## config.mk

```make
export PLATFORM = sky130hd
export DESIGN_NAME = note_sequencer_flat
export DESIGN_NICKNAME = d
export VERILOG_FILES = /design/src/rtl/note_sequencer_if.sv /design/src/rtl/note_sequencer.sv /design/src/flat_wrapper.sv
export SDC_FILE = /design/constraint.sdc
export NUM_CORES = 1
export LEC_CHECK = 0
export CORE_MARGIN = 2
export CORE_UTILIZATION = 55
export DETAILED_ROUTE_END_ITERATION = 12
export PLACE_DENSITY = 0.73
export SYNTH_ARGS = -nofsm -noshare
export SYNTH_HDL_FRONTEND = slang
export SYNTH_SLANG_ARGS = --single-unit
```

## constraint.sdc

```tcl
create_clock -name clk -period 4.3 [get_ports clk]
set_input_delay 1.29 -clock clk [delete_from_list [all_inputs] [get_ports clk]]
set_output_delay 1.29 -clock clk [all_outputs]
set_load 0.03 [all_outputs]
```

## src/rtl/note_sequencer_if.sv

```systemverilog
// Control/record/playback signal bundle between the keyboard front end and the
// note sequencer. The sequencer takes the slave side.
interface note_sequencer_if #(
    parameter int DEPTH  = 16,
    parameter int NOTE_W = 4,
    parameter int OCT_W  = 2
);
    localparam int CNT_W = $clog2(DEPTH) + 1;

    logic              rec_valid;
    logic [NOTE_W-1:0] note_in;
    logic [OCT_W-1:0]  octave_in;
    logic              play;
    logic              stop;
    logic              clear;
    logic              loop_en;
    logic [NOTE_W-1:0] note_out;
    logic [OCT_W-1:0]  octave_out;
    logic              note_active;
    logic              step_pulse;
    logic [CNT_W-1:0]  count;
    logic              full;

    modport master (
        output rec_valid, note_in, octave_in, play, stop, clear, loop_en,
        input  note_out, octave_out, note_active, step_pulse, count, full
    );

    modport slave (
        input  rec_valid, note_in, octave_in, play, stop, clear, loop_en,
        output note_out, octave_out, note_active, step_pulse, count, full
    );
endinterface

```

## src/rtl/note_sequencer.sv

```systemverilog
// Records (note, octave) pairs into a DEPTH-entry buffer and plays them back,
// holding each entry for TICKS_PER_STEP cycles, one-shot or looped.
module note_sequencer #(
    parameter int DEPTH          = 16,
    parameter int NOTE_W         = 4,
    parameter int OCT_W          = 2,
    parameter int TICKS_PER_STEP = 12_500_000
) (
    input  logic                clk,
    input  logic                reset,
    note_sequencer_if.slave     bus
);
    localparam int PTR_W  = $clog2(DEPTH);
    localparam int CNT_W  = PTR_W + 1;
    localparam int ENT_W  = OCT_W + NOTE_W;
    localparam int TICK_W = $clog2(TICKS_PER_STEP);

    typedef enum logic {IDLE, PLAY} state_t;

    state_t            state, state_n;
    logic [CNT_W-1:0]  count, count_n;
    logic [PTR_W-1:0]  rd_ptr, rd_ptr_n;
    logic [TICK_W-1:0] tick, tick_n;
    logic [ENT_W-1:0]  ent_q, ent_n;
    logic              active_q, active_n;
    logic              step_q, step_n;
    logic              full_q;
    logic              wr_en;
    logic              last_ent;
    logic              tick_end;

    logic [ENT_W-1:0]  mem [DEPTH];

    assign last_ent = ({1'b0, rd_ptr} + CNT_W'(1)) >= count;
    assign tick_end = (tick == TICK_W'(TICKS_PER_STEP - 1));

    // Priority chain: clear > stop > play > record/step.
    always_comb begin
        state_n  = state;
        count_n  = count;
        rd_ptr_n = rd_ptr;
        tick_n   = tick;
        ent_n    = '0;
        active_n = 1'b0;
        step_n   = 1'b0;
        wr_en    = 1'b0;
        if (bus.clear) begin
            state_n = IDLE;
            count_n = '0;
        end else if (bus.stop) begin
            state_n = IDLE;
        end else if (bus.play) begin
            if (count != '0) begin
                state_n  = PLAY;
                rd_ptr_n = '0;
                tick_n   = '0;
                ent_n    = mem[0];
                active_n = 1'b1;
            end
        end else if (state == IDLE) begin
            if (bus.rec_valid && !full_q) begin
                wr_en   = 1'b1;
                count_n = count + CNT_W'(1);
            end
        end else begin
            active_n = 1'b1;
            ent_n    = ent_q;
            tick_n   = tick + TICK_W'(1);
            if (tick_end) begin
                tick_n = '0;
                step_n = 1'b1;
                if (!last_ent) begin
                    rd_ptr_n = rd_ptr + PTR_W'(1);
                    ent_n    = mem[rd_ptr + PTR_W'(1)];
                end else if (bus.loop_en) begin
                    rd_ptr_n = '0;
                    ent_n    = mem[0];
                end else begin
                    state_n  = IDLE;
                    ent_n    = '0;
                    active_n = 1'b0;
                end
            end
        end
    end

    always_ff @(posedge clk or negedge reset) begin
        if (!reset) begin
            state    <= IDLE;
            count    <= '0;
            rd_ptr   <= '0;
            tick     <= '0;
            ent_q    <= '0;
            active_q <= 1'b0;
            step_q   <= 1'b0;
            full_q   <= 1'b0;
        end else begin
            state    <= state_n;
            count    <= count_n;
            rd_ptr   <= rd_ptr_n;
            tick     <= tick_n;
            ent_q    <= ent_n;
            active_q <= active_n;
            step_q   <= step_n;
            full_q   <= (count_n == CNT_W'(DEPTH));
        end
    end

    // Buffer storage is not reset; only entries below count are ever read.
    always_ff @(posedge clk) begin
        if (wr_en) mem[count[PTR_W-1:0]] <= {bus.octave_in, bus.note_in};
    end

    assign bus.note_out    = ent_q[NOTE_W-1:0];
    assign bus.octave_out  = ent_q[ENT_W-1:NOTE_W];
    assign bus.note_active = active_q;
    assign bus.step_pulse  = step_q;
    assign bus.count       = count;
    assign bus.full        = full_q;
endmodule

```

## src/flat_wrapper.sv

```systemverilog
// flat-port wrapper written by rule: the top's interface ports become plain ports
module note_sequencer_flat 
#(
    parameter int DEPTH          = 16,
    parameter int NOTE_W         = 4,
    parameter int OCT_W          = 2,
    parameter int TICKS_PER_STEP = 12_500_000
)
  (clk, reset, bus_rec_valid, bus_note_in, bus_octave_in, bus_play, bus_stop, bus_clear, bus_loop_en, bus_note_out, bus_octave_out, bus_note_active, bus_step_pulse, bus_count, bus_full);
  note_sequencer_if #(.DEPTH(DEPTH), .NOTE_W(NOTE_W), .OCT_W(OCT_W)) bus_i ();
  input  logic clk;
  input  logic reset;
  input wire logic [$bits(bus_i.rec_valid)-1:0] bus_rec_valid;
  input wire logic [$bits(bus_i.note_in)-1:0] bus_note_in;
  input wire logic [$bits(bus_i.octave_in)-1:0] bus_octave_in;
  input wire logic [$bits(bus_i.play)-1:0] bus_play;
  input wire logic [$bits(bus_i.stop)-1:0] bus_stop;
  input wire logic [$bits(bus_i.clear)-1:0] bus_clear;
  input wire logic [$bits(bus_i.loop_en)-1:0] bus_loop_en;
  output wire logic [$bits(bus_i.note_out)-1:0] bus_note_out;
  output wire logic [$bits(bus_i.octave_out)-1:0] bus_octave_out;
  output wire logic [$bits(bus_i.note_active)-1:0] bus_note_active;
  output wire logic [$bits(bus_i.step_pulse)-1:0] bus_step_pulse;
  output wire logic [$bits(bus_i.count)-1:0] bus_count;
  output wire logic [$bits(bus_i.full)-1:0] bus_full;
  assign bus_i.rec_valid = bus_rec_valid;
  assign bus_i.note_in = bus_note_in;
  assign bus_i.octave_in = bus_octave_in;
  assign bus_i.play = bus_play;
  assign bus_i.stop = bus_stop;
  assign bus_i.clear = bus_clear;
  assign bus_i.loop_en = bus_loop_en;
  assign bus_note_out = bus_i.note_out;
  assign bus_octave_out = bus_i.octave_out;
  assign bus_note_active = bus_i.note_active;
  assign bus_step_pulse = bus_i.step_pulse;
  assign bus_count = bus_i.count;
  assign bus_full = bus_i.full;
  note_sequencer #(.DEPTH(DEPTH), .NOTE_W(NOTE_W), .OCT_W(OCT_W), .TICKS_PER_STEP(TICKS_PER_STEP)) u_core (.clk(clk), .reset(reset), .bus(bus_i));
endmodule
```

==> results by group <==
Synthesis
  • #FFs+latches synth: 139
  • Mapped Avg Cell Area: 14.5 um2
  • Top-count cell post-synth: edfxtp_1
  • Post-synth top flop: edfxtp_1
  • Post-synth EDFFs: 96
  • Sequential area share after synthesis: 0.653
  • Cell count after synthesis: 419
  • Synthesized Nets: 443
  • Post-synth design cell area: 6060 um2
  • Post-synth ARST share: 0.309
  • Most common library cells after synthesis: edfxtp_1, nor2_1, dfrtp_1, nand2_1, mux4_2
  • Share of the synthesized area in the top cell type: 0.475
  • Post-synth top area cell: edfxtp_1
  • Yosys warns: 0
  • Synth area leaders: edfxtp_1, dfrtp_1, mux4_2
  • Synth cell types: 50

STA
  • Slew Viols, Final: 0
  • Setup violations, final: 0
  • Relative slew slack: 0.355
  • Maximum clock rate: 0.299 GHz
  • Tightest Pin Transition: 0.967 ns
  • RSZ-0062 raised after global routing: no
  • Final period util: 0.778
  • Clock Skew: 0.0115 ns
  • Tmin final: 3.35 ns
  • Sum Neg Setup Slack: 0 ns
  • Final setup margin: 0.955 ns
  • Final Hold Fails: 0

Placed design
  • Placed insts: 580
  • Dpl hpwl: 8270 um
  • Gp weighted congestion: 0.857
  • Dpl ws: 0.549 ns
  • Port Buffers: 26

Clock network
  • Deepest clock path buffer count: 2
  • Root Buffer: clkbuf_8
  • H-tree levels: 4
  • Post-CTS Resized: 0
  • CTS Buf Count: 17
  • # hold bufs at CTS: 0
  • Clock slew at reported path FFs: 0.07 ns
  • Clock sinks: 139
  • Post-CTS Setup Repair Bufs: 0
  • Worst-Skew Late Latency: 0.54 ns
  • CTS tree: built

Pwr
  • Clock power share: 0.472
  • Net Switching: 0.702 mW
  • Comb power frac: 0.039
  • Int Pwr: 2.28 mW
  • Total power: 2.98 mW
  • Sequential Power Share: 0.489
  • Worst VDD drop: 381 uV
  • Sw frac: 0.235
  • Power Dens Cells: 422 nW/um2
  • Pleak: 2.56 nW

GRT
  • First-pass GRT wire length: 20200 um
  • Number of global-route vias before repair: 3710
  • Gr ovfl total: 0
  • Largest net degree at the start of global routing: 44
  • Tot GR Track Use: 0.243
  • Initial antenna violation count: 0

Critical path
  • Crit-path max FO: 6
  • CP Capture Type: register
  • CP Class: in -> reg
  • Worst Path Required: 4.48 ns
  • CP startpoint kind: primary input
  • Worst EP arrival: 3.52 ns

Route
  • Vias per inst: 5.93
  • Drt wl/cell: 21.2 um
  • Drt initial violations: 390
  • Vias: 3631
  • Routed Antenna Nets: 0
  • DRC viols: 0
  • DRT Pass-1 Iters: 5
  • Total wire length: 13000 um

Final layout
  • Footprint of the multi-input gates: 1980 um2
  • Fraction of layout cells with a size suffix above 1: 0.155
  • Filler cells: 740
  • Nets: 483
  • Area grow syn2layout: 16.6%
  • Antenna cells: 0
  • Reg area: 3960 um2
  • Final Non-Filler Cells: 612

Outcome
  • Status: finished, final reports clean

Floorplan
  • Initial Util: 0.562
  • Chip width: 109 um
  • Die Y: 109 um
  • Core Region: 10800 um2
  • Top-Level Pins: 27
  • DIE AREA: 11900 um2
  • Rows: 38

Min path
  • Worst hold-check path type: reg -> reg

Flow run
  • MaxCap Viol Count: 0
## through the flow
stage,area [um2],utilization,hold slack [ns]
2_1_floorplan,6060,-,0.459
3_5_place_dp,6500,0.603,0.503
3_3_place_gp,6500,0.603,0.494
4_1_cts,7070,0.655,0.517
5_1_grt,7070,0.655,0.553
6_report,7070,0.655,0.523
## final timing paths
check,start,end,slack (ns),cells past startpoint
min,u_core.ent_q[0],u_core.ent_q[0],0.52,2
min reg2reg,u_core.ent_q[0],u_core.ent_q[0],0.52,2
max,bus_play,u_core.mem[10][3],0.95,6
min in group asynchronous,reset,u_core.bus.count[0],0.91,1
max reg2reg,u_core.rd_ptr[2],u_core.ent_q[4],1.25,11
max in group asynchronous,reset,u_core.ent_q[1],2.79,1
## state kept, by name (all words and copies together), names as in the netlist
name and cells:
u_core.bus.count 5, u_core.bus.full 1, u_core.bus.note_active 1, u_core.bus.step_pulse 1, u_core.ent_q 6, u_core.mem 96
u_core.rd_ptr 4, u_core.state 1, u_core.tick 24
## worst max-delay path, stage by stage
cell and delay [ns]:
clkdlybuf4s50_1 0.43, or2_4 0.27, nor4b_4 0.43, nor2b_1 0.34, nand2_1 0.23, nor2_1 0.52
## per-layer routing
metal	track usage	up-vias	share of wire
met5	0	-	0
met4	0.107	0	0.030
met3	0.0604	33	0.052
met2	0.408	134	0.52
met1	0.298	1804	0.40
li1	-	1660	-
## power groups by stage
stage | sequential [mW] | clock, mW | combinational, mW
after floorplan | 1.49 | 0 | 0.0591
after global placement | 1.48 | 0 | 0.114
after detailed placement | 1.49 | 0 | 0.117
after CTS | 1.46 | 1.42 | 0.118
after global routing | 1.46 | 1.48 | 0.130
final | 1.46 | 1.41 | 0.116
## final cells by class
type / instances / share of cell area
clock buffers: 17 / 0.0586
repair buffers: 37 / 0.0478
clock inverters: 15 / 0.0216
well taps: 140 / 0.0248
flip-flops and latches: 139 / 0.560
inverters: 13 / 0.00690
multi-input cells: 251 / 0.281
## cells by family after synthesis
family,after synthesis,synth area share
compound gates,43,0.0468
xor+xnor,23,0.0332
fa+ha+maj,11,0.0227
buf+inv,29,0.0210
mux,27,0.0962
flops,139,0.653
simple gates,147,0.127
## placed cells by master (no fill, tap or decap), drive strengths merged, types with 2 or more instances in the layout
cell | netlist | final
nand3 | 15 | 15
clkbuf | 9 | 17
o21ai | 9 | 9
nand4 | 5 | 5
nand2 | 37 | 37
buf | 7 | 12
nor4b | 3 | 3
nor4 | 4 | 4
a22oi | 5 | 5
a211oi | 6 | 6
nor3b | 2 | 2
nor2b | 6 | 6
or2 | 2 | 2
and4 | 2 | 2
clkinv | 0 | 4
nor2 | 45 | 45
mux4 | 24 | 24
nor3 | 4 | 4
mux2i | 2 | 2
dfrtp | 43 | 43
or3 | 10 | 10
ha | 11 | 11
edfxtp | 96 | 96
xnor2 | 11 | 11
a21oi | 10 | 10
inv | 13 | 22
o31ai | 5 | 5
xor2 | 12 | 12
and3 | 8 | 8
clkdlybuf4s50 | 0 | 25
(Power assumes the default switching activity.)
